## src/rtl/top_level.sv

```systemverilog
// top_level: converts a signed 8.8 fixed-point word in memory to an IEEE half-precision float
module top_level (
  input  logic clk,
  input  logic reset,
  input  logic start,
  output logic ack
);
  typedef enum logic [2:0] {IDLE, LOAD, ABS, NORM, PACK, WRITE, DONE} state_t;
  state_t state, next;
  logic [15:0] x, mag, f, mem_x;
  logic [3:0] cnt;
  logic s;
  logic [7:0] pc_val;
  logic [8:0] instr;
  logic unused_dbg;
  data_mem dm (
    .clk(clk),
    .we(state == WRITE && !reset),
    .wdata(f),
    .x(mem_x)
  );
  program_counter pc (
    .clk(clk),
    .reset(reset),
    .busy(state != IDLE && state != DONE),
    .current_pc_out(pc_val)
  );
  instr_decode im (
    .state(state),
    .cnt(cnt),
    .instruction(instr)
  );
  control_done cd (
    .done_in(state == DONE),
    .done(ack)
  );
  assign unused_dbg = ^{pc_val, instr};
  // state register; reset wins over start
  always_ff @(posedge clk)
    state <= reset ? IDLE : next;
  // next-state: a zero input skips normalisation, DONE is sticky until reset
  always_comb begin
    next = state;
    case (state)
      IDLE:    next = start ? LOAD : IDLE;
      LOAD:    next = ABS;
      ABS:     next = (x == 16'd0) ? PACK : NORM;
      NORM:    next = mag[15] ? PACK : NORM;
      PACK:    next = WRITE;
      WRITE:   next = DONE;
      default: next = state;
    endcase
  end
  // datapath: magnitude is shifted until its MSB is set; the shift count gives the exponent
  always_ff @(posedge clk)
    if (reset) begin
      x   <= '0;
      mag <= '0;
      s   <= 1'b0;
      cnt <= '0;
      f   <= '0;
    end else
      case (state)
        LOAD: x <= mem_x;
        ABS: begin
          s   <= x[15];
          mag <= x[15] ? ~x + 16'd1 : x;
          cnt <= '0;
        end
        NORM: if (!mag[15]) begin
          mag <= mag << 1;
          cnt <= cnt + 4'd1;
        end
        PACK: f <= (mag == 16'd0) ? 16'd0 : {s, 5'd22 - {1'b0, cnt}, mag[14:5]};
        default: ;
      endcase
endmodule

// data_mem: 256 x 8 data memory; input word at bytes 0..1, result written to bytes 2..3
module data_mem (
  input  logic        clk,
  input  logic        we,
  input  logic [15:0] wdata,
  output logic [15:0] x
);
  logic [7:0] mem_core [0:255];
  // both result bytes land on the same edge; contents are never cleared by reset
  always @(posedge clk)
    if (we) begin
      mem_core[2] <= wdata[7:0];
      mem_core[3] <= wdata[15:8];
    end
  assign x = {mem_core[1], mem_core[0]};
endmodule

// program_counter: counts steps taken by the current conversion
module program_counter (
  input  logic       clk,
  input  logic       reset,
  input  logic       busy,
  output logic [7:0] current_pc_out
);
  // advances only while a conversion is in flight
  always_ff @(posedge clk)
    current_pc_out <= reset ? 8'd0 : busy ? current_pc_out + 8'd1 : current_pc_out;
endmodule

// instr_decode: exposes the current step code (shift count and state)
module instr_decode (
  input  logic [2:0] state,
  input  logic [3:0] cnt,
  output logic [8:0] instruction
);
  assign instruction = {2'b00, cnt, state};
endmodule

// control_done: completion flag
module control_done (
  input  logic done_in,
  output logic done
);
  assign done = done_in;
endmodule

```

## config.mk

```make
export PLATFORM = sky130hd
export DESIGN_NAME = top_level
export DESIGN_NICKNAME = d
export VERILOG_FILES = /design/src/rtl/top_level.sv
export SDC_FILE = /design/constraint.sdc
export NUM_CORES = 1
export LEC_CHECK = 0
export BUFFER_PORTS_ARGS = -buffer_cell sky130_fd_sc_hd__buf_2
export CORE_MARGIN = 4
export CORE_UTILIZATION = 52
export CTS_BUF_LIST = sky130_fd_sc_hd__clkbuf_16
export DETAILED_ROUTE_END_ITERATION = 7
export HOLD_SLACK_MARGIN = 0.12
export PLACE_DENSITY_LB_ADDON = 0.15
export SLEW_MARGIN = 20
export SYNTH_ARGS = -nofsm -noshare
export SYNTH_HDL_FRONTEND = slang
export SYNTH_SLANG_ARGS = --single-unit
export TNS_END_PERCENT = 50
```

## constraint.sdc

```tcl
create_clock -name clk -period 1.65 [get_ports clk]
set_input_delay 0.33 -clock clk [delete_from_list [all_inputs] [get_ports clk]]
set_output_delay 0.33 -clock clk [all_outputs]
set_load 0.05 [all_outputs]
```

==> impl_metrics.csv, run 1 <==
group,metric,value,unit
logic_synthesis,netlist_instances,81,
timing,timing.hold.ws,0.455,ns
timing,setup-violations-final,0,
run_status,status,"finished, final reports clean",
global_route,grt_overflow,0,
logic_synthesis,ys_types,26,
power,peakVddDrop,0.000750,V
detailed_routing,via_per_inst,6.06,
power,power_leakage,0.337,nW
detailed_routing,wl,1320,µm
die,fp-row-count,13,
timing,final_max_slew_viol_count,0,
detailed_routing,vias,618,
layout,finish.utilization,66.2,%
clock_network,clock_latency,0.25,ns
critical_path,cpLargestDelayFamily,"buffers and inverters",
clock_network,cts_hold_buffers,0,
critical_path,cpMaxStageDelayCell,"dfxtp_1",
timing,fin_crit,1.58,ns
timing,tns,0,ns
placed_design,dp.cells,98,
die,die_area,2170,µm²
power,pwr_density_cell,1140,nW/µm²
layout,final_nets,94,
placed_design,io_buffers,3,
logic_synthesis,ys_seq_elements,18,
layout,diodes,0,
global_route,grt_usage,15.6,%
critical_path,cp-end-kind,"output pin",
placed_design,dp_hpwl,847,µm
logic_synthesis,ys_seq_area_share,46.5,%
layout,drive_gt1_share,18.4,%
die,fp.dieW,46.6,µm
timing,maxSlewHeadroom,77.9,%
timing,hold_viol_final,0,
clock_network,cts_setup_buffers,0,
detailed_routing,drc,0,
layout,final_cells,102,
clock_network,cts_tree,"done",
layout,n_fill_cell,114,
logic_synthesis,ys_warn_count,0,
layout,synthToLayoutAreaGrowth,15.3,%
detailed_routing,wl_per_cell,12.9,µm
logic_synthesis,syn-num-nets,87,
placed_design,gp_congestion,0.787,
detailed_routing,initialDrtViolationCount,15,
critical_path,critPathLaunchType,"flop",
timing,tightest_slew,0.332,ns
timing,rsz0062_at_grt,"false",
clock_network,cts_resized,0,
global_route,antenna_found_initial,0,
clock_network,clkTransAtPathRegs,0.05,ns
critical_path,worstSetupPathType,"reg -> out",
critical_path,path_buf_inv,2,
detailed_routing,ant_nets,0,
clock_network,htreeDepth,1,
min_path,hold_path_class,"in -> reg",
clock_network,numCtsBuffers,3,
critical_path,worstPathMaxFanout,6,
logic_synthesis,syn_avg_cell_area,9.56,µm²
critical_path,cp_cell_sequence,"inv_1 -> nor3_2 -> clkbuf_4",
die,start_util,57.4,%
detailed_routing,dr.pass1.iters,5,
critical_path,arrival,1.25,ns
die,die_h,46.6,µm
timing,finalClockSkew,0.00221,ns
clock_network,clk_path_buf_depth,2,
clock_network,clock_sinks,18,
die,ios,4,
clock_network,cts_root_buf,"clkbuf_16",
die,core_area,1350,µm²
global_route,grt_max_degree,19,
flow_run,maxCapViolCount,0,
global_route,grt_pass1_wl,2330,µm
timing,timing.final.crit_share,95.8,%
critical_path,slowest_delay,0.40,ns
global_route,grt_pass1_vias,536,
critical_path,crit_required,1.32,ns
logic_synthesis,netlist_area,774,µm²
power,power,1.02,mW
timing,fmax,632,MHz
kinds of logic (layout without fill, tap and decap cells):
family | count (synthesis) | in the layout | share of synthesized area, %
flops | 18 | 18 | 46.5
buf+inv | 9 | 15 | 5.49
simple gates | 24 | 24 | 16.0
fa+ha+maj | 3 | 3 | 4.85
compound gates | 27 | 27 | 27.1
final timing paths:
check	endpoint	depth (start not counted)	slack (ns)	startpoint
worst max register to register	state[1]	6	0.19	state[1]
worst min-delay path	mag[12]	2	0.45	reset
worst min register to register	mag[10]	2	0.50	mag[10]
worst max-delay path	ack	3	0.07	state[2]
routing by layer:
metal | wire length [µm] | track usage, % | vias up
met1 | 604 | 19.2 | 290
met3 | 67 | 7.03 | 6
li1 | - | - | 307
met2 | 602 | 22.3 | 15
met4 | 40 | 8.52 | 0
met5 | 0 | 0 | -
area by class of cell:
type,count,area [µm²],area share (%)
Sequential cell,18,360,40.3
Tap cell,15,18.8,2.10
Clock inverter,1,3.75,0.420
Inverter,5,18.8,2.10
Clock buffer,3,75.1,8.40
Multi-Input combinational cell,54,377,42.2
Timing Repair Buffer,6,40.0,4.48
synth_stat cells (all sizes together):
cell type	instances	area, µm²
a211oi	4	35.0
a21oi	4	20.0
a221oi	1	15.0
a22o	1	8.76
a22oi	13	97.6
and2b	1	7.51
and3b	1	8.76
buf	2	16.3
clkbuf	2	7.51
dfxtp	18	360
ha	3	37.5
inv	5	18.8
nand2	2	7.51
nand3	1	5.00
nand3b	2	18.8
nor2	15	63.8
nor3	1	5.00
o21ai	2	10.0
o21bai	1	7.51
o32ai	1	16.3
or2b	1	7.51
placed cells by master, fill, tap and decap left out, drive strengths merged:
cell | netlist | final
a211oi | 4 | 4
a21oi | 4 | 4
a221oi | 1 | 1
a22o | 1 | 1
a22oi | 13 | 13
and2b | 1 | 1
and3b | 1 | 1
buf | 2 | 5
clkbuf | 2 | 4
clkinv | 0 | 1
dfxtp | 18 | 18
ha | 3 | 3
inv | 5 | 5
nand2 | 2 | 2
nand3 | 1 | 1
nand3b | 2 | 2
nor2 | 15 | 15
nor3 | 1 | 1
o21ai | 2 | 2
o21bai | 1 | 1
o32ai | 1 | 1
or2b | 1 | 1
report_power, final:
| part | switching [mW] | internal (mW) |
|---|---|---|
| registers | 0.0118 | 0.442 |
| clock network | 0.156 | 0.322 |
| logic | 0.0538 | 0.0363 |
| total | 0.221 | 0.800 |
metrics by stage:
stage          worst slack (ns)  cell area [µm²]
6_report                 0.0690              893
2_1_floorplan            0.0963              779
3_3_place_gp              0.215              812
3_5_place_dp              0.193              812
4_1_cts                  0.0449              891
5_1_grt                  0.0223              893
flip-flops by register name (all words and copies together), names as in the netlist:
signal,count
state,3
mag,15
worst reg2reg max path: stages (launching register included):
cell and delay (ns):
dfxtp_1 0.36, inv_2 0.08, ha_1 0.38, o21ai_0 0.21, a22o_1 0.16, nand3b_1 0.07, a21oi_1 0.14
Power figures use the tool's default switching activity.
==> inputs of run 2 (changes only) <==
--- a/config.mk
+++ b/config.mk
@@ -5,6 +5,7 @@
 export SDC_FILE = /design/constraint.sdc
 export NUM_CORES = 1
 export LEC_CHECK = 0
+export ABC_AREA = 1
 export BUFFER_PORTS_ARGS = -buffer_cell sky130_fd_sc_hd__buf_2
 export CORE_MARGIN = 4
 export CORE_UTILIZATION = 52
==> run 2 against run 1 <==
Against the previous run:
- area after synthesis decreased by 0.32%
- critical path depth unchanged
- via count is 1.9% higher
- design area down 4.1%
- critical endpoint unchanged
- setup slack improved by 0.054 ns
- die area shrank 0.26%
- combinational power decreased by 48%
- maximum frequency increased by 3.5%
==> impl_metrics.csv, run 2 <==
group,metric,value,unit
critical_path,crit_required,1.32,ns
global_route,grt_pass1_vias,558,
placed_design,place_worst_setup_slack,0.365,ns
critical_path,rr_worst_depth,4,
layout,regMostFlops,"mag",
die,start_util,57.2,%
logic_synthesis,syn_avg_cell_area,7.50,µm²
min_path,hold_path_class,"reg -> reg",
clock_network,numCtsBuffers,3,
critical_path,path_buf_inv,2,
critical_path,reg2reg_from,"state[0]",
critical_path,slowest_delay,0.41,ns
timing,tightest_slew,0.500,ns
global_route,antenna_found_initial,0,
timing,tns,0,ns
critical_path,worstPathMaxFanout,6,
run_status,status,"finished, final reports clean",
layout,mostFrequentLayoutCells,"32 x nand2_1, 18 x dfxtp_1, 15 x a21oi_1",
logic_synthesis,synth_edf_count,0,
layout,largest_reg_flops,15,
clock_network,htreeDepth,1,
min_path,min_path_cells,2,
logic_synthesis,netlist_area,772,µm²
critical_path,cp_cell_sequence,"inv_1 -> nor2_1 -> clkbuf_4",
power,peakVddDrop,0.000787,V
timing,fin_crit,1.53,ns
layout,diodes,0,
die,core_area,1350,µm²
critical_path,arrival,1.20,ns
clock_network,cts_tree,"done",
detailed_routing,wl,1360,µm
logic_synthesis,ys_top_cells_by_area,"dfxtp_1 47%, nand2_1 16%, a21oi_1 9.7%, ha_1 4.9%, inv_1 4.9%",
placed_design,io_buffers,3,
critical_path,cp-end-kind,"output pin",
detailed_routing,wl_per_cell,11.3,µm
clock_network,clock_latency,0.25,ns
critical_path,cpLargestDelayFamily,"flip-flops",
die,ios,4,
clock_network,clkTransAtPathRegs,0.05,ns
global_route,grt_usage,16.5,%
critical_path,crit_cells,3,
die,die_area,2170,µm²
clock_network,clock_sinks,18,
timing,fin_ws,0.123,ns
timing,timing.final.crit_share,92.6,%
placed_design,dp_hpwl,887,µm
clock_network,cts_root_buf,"clkbuf_16",
power,power_leakage,0.331,nW
timing,maxSlewHeadroom,66.7,%
logic_synthesis,ys_types,18,
placed_design,gp_congestion,0.867,
detailed_routing,vias,630,
detailed_routing,initialDrtViolationCount,13,
logic_synthesis,synth_top_area_cell,"dfxtp_1",
timing,finalClockSkew,0.00131,ns
min_path,whs_endpoint,"mag[1]",
clock_network,cts_hold_buffers,0,
power,pwr_density_cell,1130,nW/µm²
global_route,grt_pass1_wl,2460,µm
logic_synthesis,ys_seq_area_share,46.7,%
timing,setup-violations-final,0,
timing,rsz0062_at_grt,"false",
clock_network,clk_path_buf_depth,2,
detailed_routing,dr.pass1.iters,4,
min_path,worstHoldStart,"mag[1]",
logic_synthesis,yosysMostFrequentCell,"nand2_1",
critical_path,rrSetupSlack,0.35,ns
die,fp.dieW,46.5,µm
die,die_h,46.5,µm
layout,final_cells,121,
layout,final_nets,113,
logic_synthesis,netlist_instances,103,
detailed_routing,via_per_inst,5.21,
power,power,0.971,mW
detailed_routing,drc,0,
layout,top_regs,"mag x15, state x3",
layout,synthToLayoutAreaGrowth,11.0,%
critical_path,worstSetupPathType,"reg -> out",
critical_path,cpMaxStageDelayCell,"dfxtp_1",
flow_run,maxCapViolCount,0,
logic_synthesis,synthTopCellsByCount,"32 x nand2_1, 18 x dfxtp_1, 15 x a21oi_1, 10 x inv_1, 5 x o21ai_0",
logic_synthesis,ys_warn_count,0,
timing,hold_viol_final,0,
logic_synthesis,synthArstFlopShare,0,%
detailed_routing,ant_nets,0,
logic_synthesis,synthFlopType,"dfxtp_1",
logic_synthesis,synth_top_cell_area_share,46.7,%
layout,drive_gt1_share,10.4,%
global_route,grt_max_degree,18,
logic_synthesis,ys_seq_elements,18,
die,fp-row-count,13,
timing,final_max_slew_viol_count,0,
timing,fmax,655,MHz
placed_design,dp.cells,117,
logic_synthesis,syn-num-nets,109,
global_route,grt_overflow,0,
layout,final_common_cell,"nand2_1",
critical_path,critPathLaunchType,"flop",
critical_path,r2r_end,"mag[10]",
-- run 2: repair_timing --
item / 4_1_cts / 5_1_grt
setup buffers: 0 / 0
resized for setup: 0 / 1
setup endpoints to repair: 0 / 1
-- run 2: layout make-up --
type / instances / area [µm²]
clock buffer: 3 / 75.1
clock inverter: 1 / 3.75
fill: 124 / 493
inverter: 11 / 41.3
multi-input combinational: 70 / 340
sequential: 18 / 360
tap: 15 / 18.8
timing repair buffer: 3 / 17.5
-- run 2: kinds of logic after synthesis --
logic type / synth area share, %
buffers and inverters: 9.24
adders and majority gates: 4.86
DFF: 46.7
and+or+nand+nor: 23.2
AOI/OAI and AO/OA: 16.0
-- run 2: per-layer routing --
layer | track usage (%) | up-vias | share of wire (%)
met5 | 0 | - | 0
met4 | 10.2 | 0 | 2.3
met3 | 3.52 | 5 | 1.8
met2 | 25.8 | 4 | 49
met1 | 20.1 | 285 | 47
li1 | - | 336 | -
-- run 2: how the worst max path moves through the flow --
stage	start	endpoint
after global placement	state[2]	state[0]
after global routing	state[1]	ack
after detailed placement	state[1]	state[1]
after CTS	state[1]	ack
after floorplan	state[1]	ack
final	state[1]	ack
-- run 2: power by group --
group          total (mW)  internal (mW)  switching, mW
combinational      0.0468         0.0147         0.0320
clock               0.480          0.322          0.158
sequential          0.444          0.440        0.00475
total               0.971          0.776          0.195
-- run 2: worst min-delay path, stage by stage (launching register included) --
cell and delay, ns:
dfxtp_1 0.29, inv_1 0.06, nor3_1 0.05
-- run 2: through the flow --
stage          hold WS [ns]  util (%)  area [µm²]
6_report              0.441      63.5         857
5_1_grt               0.470      63.5         857
4_1_cts               0.445      63.3         855
3_3_place_gp          0.432      57.5         776
3_5_place_dp          0.438      57.5         776
2_1_floorplan         0.421         -         772
==> inputs of run 3 (changes only) <==
--- a/config.mk
+++ b/config.mk
@@ -8,7 +8,7 @@
 export ABC_AREA = 1
 export BUFFER_PORTS_ARGS = -buffer_cell sky130_fd_sc_hd__buf_2
 export CORE_MARGIN = 4
-export CORE_UTILIZATION = 52
+export CORE_UTILIZATION = 45
 export CTS_BUF_LIST = sky130_fd_sc_hd__clkbuf_16
 export DETAILED_ROUTE_END_ITERATION = 7
 export HOLD_SLACK_MARGIN = 0.12
==> run 3 against run 2 <==
Against the previous run:
- maximum frequency down 1.6%
- sequential cell count unchanged
- power down 1.2%
- clock-buffer cell count unchanged
- design area down 0.15%
- setup slack worse by 0.025 ns
- routed wire length down 7.8%
- via count down 4.6%
- final cell count up 0.83%
- register-to-register slack worse by 0.03 ns
- global-route usage down 4.7 points
- largest cell class unchanged
==> impl_metrics.csv, run 3 (same netlist as run 2, synthesis figures left out) <==
group,metric,value,unit
timing,setup-violations-final,0,
clock_network,cts_resized,0,
timing,fin_crit,1.55,ns
detailed_routing,initialDrtViolationCount,14,
critical_path,crit_required,1.32,ns
run_status,status,"finished, final reports clean",
timing,timing.final.crit_share,94.1,%
detailed_routing,wl_per_cell,10.3,µm
critical_path,arrival,1.22,ns
timing,hold_viol_final,0,
critical_path,cp_cell_sequence,"inv_1 -> nor2_1 -> buf_2",
timing,timing.hold.ws,0.441,ns
critical_path,critPathLaunchType,"flop",
timing,maxSlewHeadroom,66.3,%
critical_path,slowest_delay,0.42,ns
clock_network,clock_latency,0.24,ns
placed_design,place_worst_setup_slack,0.343,ns
power,power,0.959,mW
placed_design,io_buffers,3,
layout,top_regs,"mag x15, state x3",
timing,rsz0062_at_grt,"false",
critical_path,cp-end-kind,"output pin",
critical_path,cpMaxStageDelayCell,"dfxtp_1",
layout,final_cell_area,856,µm²
timing,finalClockSkew,0.00186,ns
global_route,antenna_found_initial,0,
clock_network,cts_root_buf,"clkbuf_16",
timing,fin_ws,0.0974,ns
die,start_util,49.5,%
layout,diodes,0,
global_route,grt_pass1_wl,2250,µm
layout,regMostFlops,"mag",
power,pwr_density_cell,1120,nW/µm²
clock_network,numCtsBuffers,3,
detailed_routing,drc,0,
layout,finish.utilization,54.9,%
detailed_routing,ant_nets,0,
detailed_routing,vias,601,
die,die_area,2440,µm²
timing,final_max_slew_viol_count,0,
power,pwr-share-clk,48.7,%
global_route,grt_pass1_vias,535,
layout,largest_reg_flops,15,
placed_design,dp.cells,118,
die,fp-row-count,14,
global_route,grt_overflow,0,
die,ios,4,
clock_network,htreeDepth,1,
clock_network,clock_sinks,18,
detailed_routing,via_per_inst,4.93,
die,die_h,49.4,µm
global_route,grt_usage,11.8,%
global_route,grt_max_degree,18,
layout,n_fill_cell,155,
critical_path,worstSetupPathType,"reg -> out",
layout,drive_gt1_share,10.4,%
detailed_routing,wl,1260,µm
power,netSwitchingPower,0.184,mW
layout,synthToLayoutAreaGrowth,10.9,%
clock_network,clk_path_buf_depth,2,
layout,final_cells,122,
layout,mostFrequentLayoutCells,"32 x nand2_1, 18 x dfxtp_1, 15 x a21oi_1",
timing,tightest_slew,0.506,ns
die,core_area,1560,µm²
clock_network,cts_setup_buffers,0,
critical_path,cpLargestDelayFamily,"flip-flops",
power,internal_power,0.776,mW
clock_network,cts_tree,"done",
flow_run,maxCapViolCount,0,
power,power_frac_seq,46.4,%
critical_path,worstPathMaxFanout,6,
detailed_routing,dr.pass1.iters,4,
timing,fmax,644,MHz
timing,tns,0,ns
die,fp.dieW,49.4,µm
placed_design,place_area,777,µm²
clock_network,clkTransAtPathRegs,0.05,ns
layout,final_common_cell,"nand2_1",
critical_path,path_buf_inv,2,
power,swShare,19.1,%
power,comb_power_share,4.9,%
min_path,hold_path_class,"reg -> reg",
placed_design,gp_congestion,0.807,
clock_network,cts_hold_buffers,0,
power,peakVddDrop,0.000867,V
layout,final_nets,113,
power,power_leakage,0.332,nW
placed_design,dp_hpwl,892,µm
==> run 3: cell count changes in the layout (fill, tap and decap cells not counted), sizes merged <==
cell | previous run | this run
buf | 2 | 3
clkbuf | 4 | 3
==> run 3: metal layers <==
layer	up-vias	GRT usage [%]	wire [µm]
li1	333	-	-
met1	260	15.2	641
met2	6	19.0	570
met3	2	2.75	37
met4	0	4.15	8
met5	-	0	0
==> run 3: cell type report <==
class	count	area, µm²	area share [%]
clock buffers	3	75.1	8.77
clock inverters	1	3.75	0.439
inverters	11	41.3	4.82
multi-input cells	70	340	39.8
flip-flops and latches	18	360	42.1
well taps	16	20.0	2.34
repair buffers	3	15.0	1.75
==> run 3: worst paths after layout <==
kind | to | cells past startpoint | from | slack [ns]
setup / recovery | ack | 3 | state[1] | 0.1
hold / removal | mag[1] | 2 | mag[1] | 0.44
setup reg to reg | state[1] | 5 | state[1] | 0.32
hold reg to reg | mag[1] | 2 | mag[1] | 0.44
==> run 3: tightest hold or removal path, delay by kind of cell (launching register included) <==
kind	cells	cell delay, ns
buffers and inverters	1	0.06
DFF	1	0.29
and+or+nand+nor	1	0.05
==> run 3: power by group through the flow <==
stage                     Clock [mW]  Combinational (mW)  Sequential [mW]
final                          0.468              0.0467            0.445
after global routing           0.511              0.0543            0.445
after CTS                      0.486              0.0471            0.444
after detailed placement           0              0.0469            0.454
after global placement             0              0.0459            0.453
after floorplan                    0              0.0401            0.452
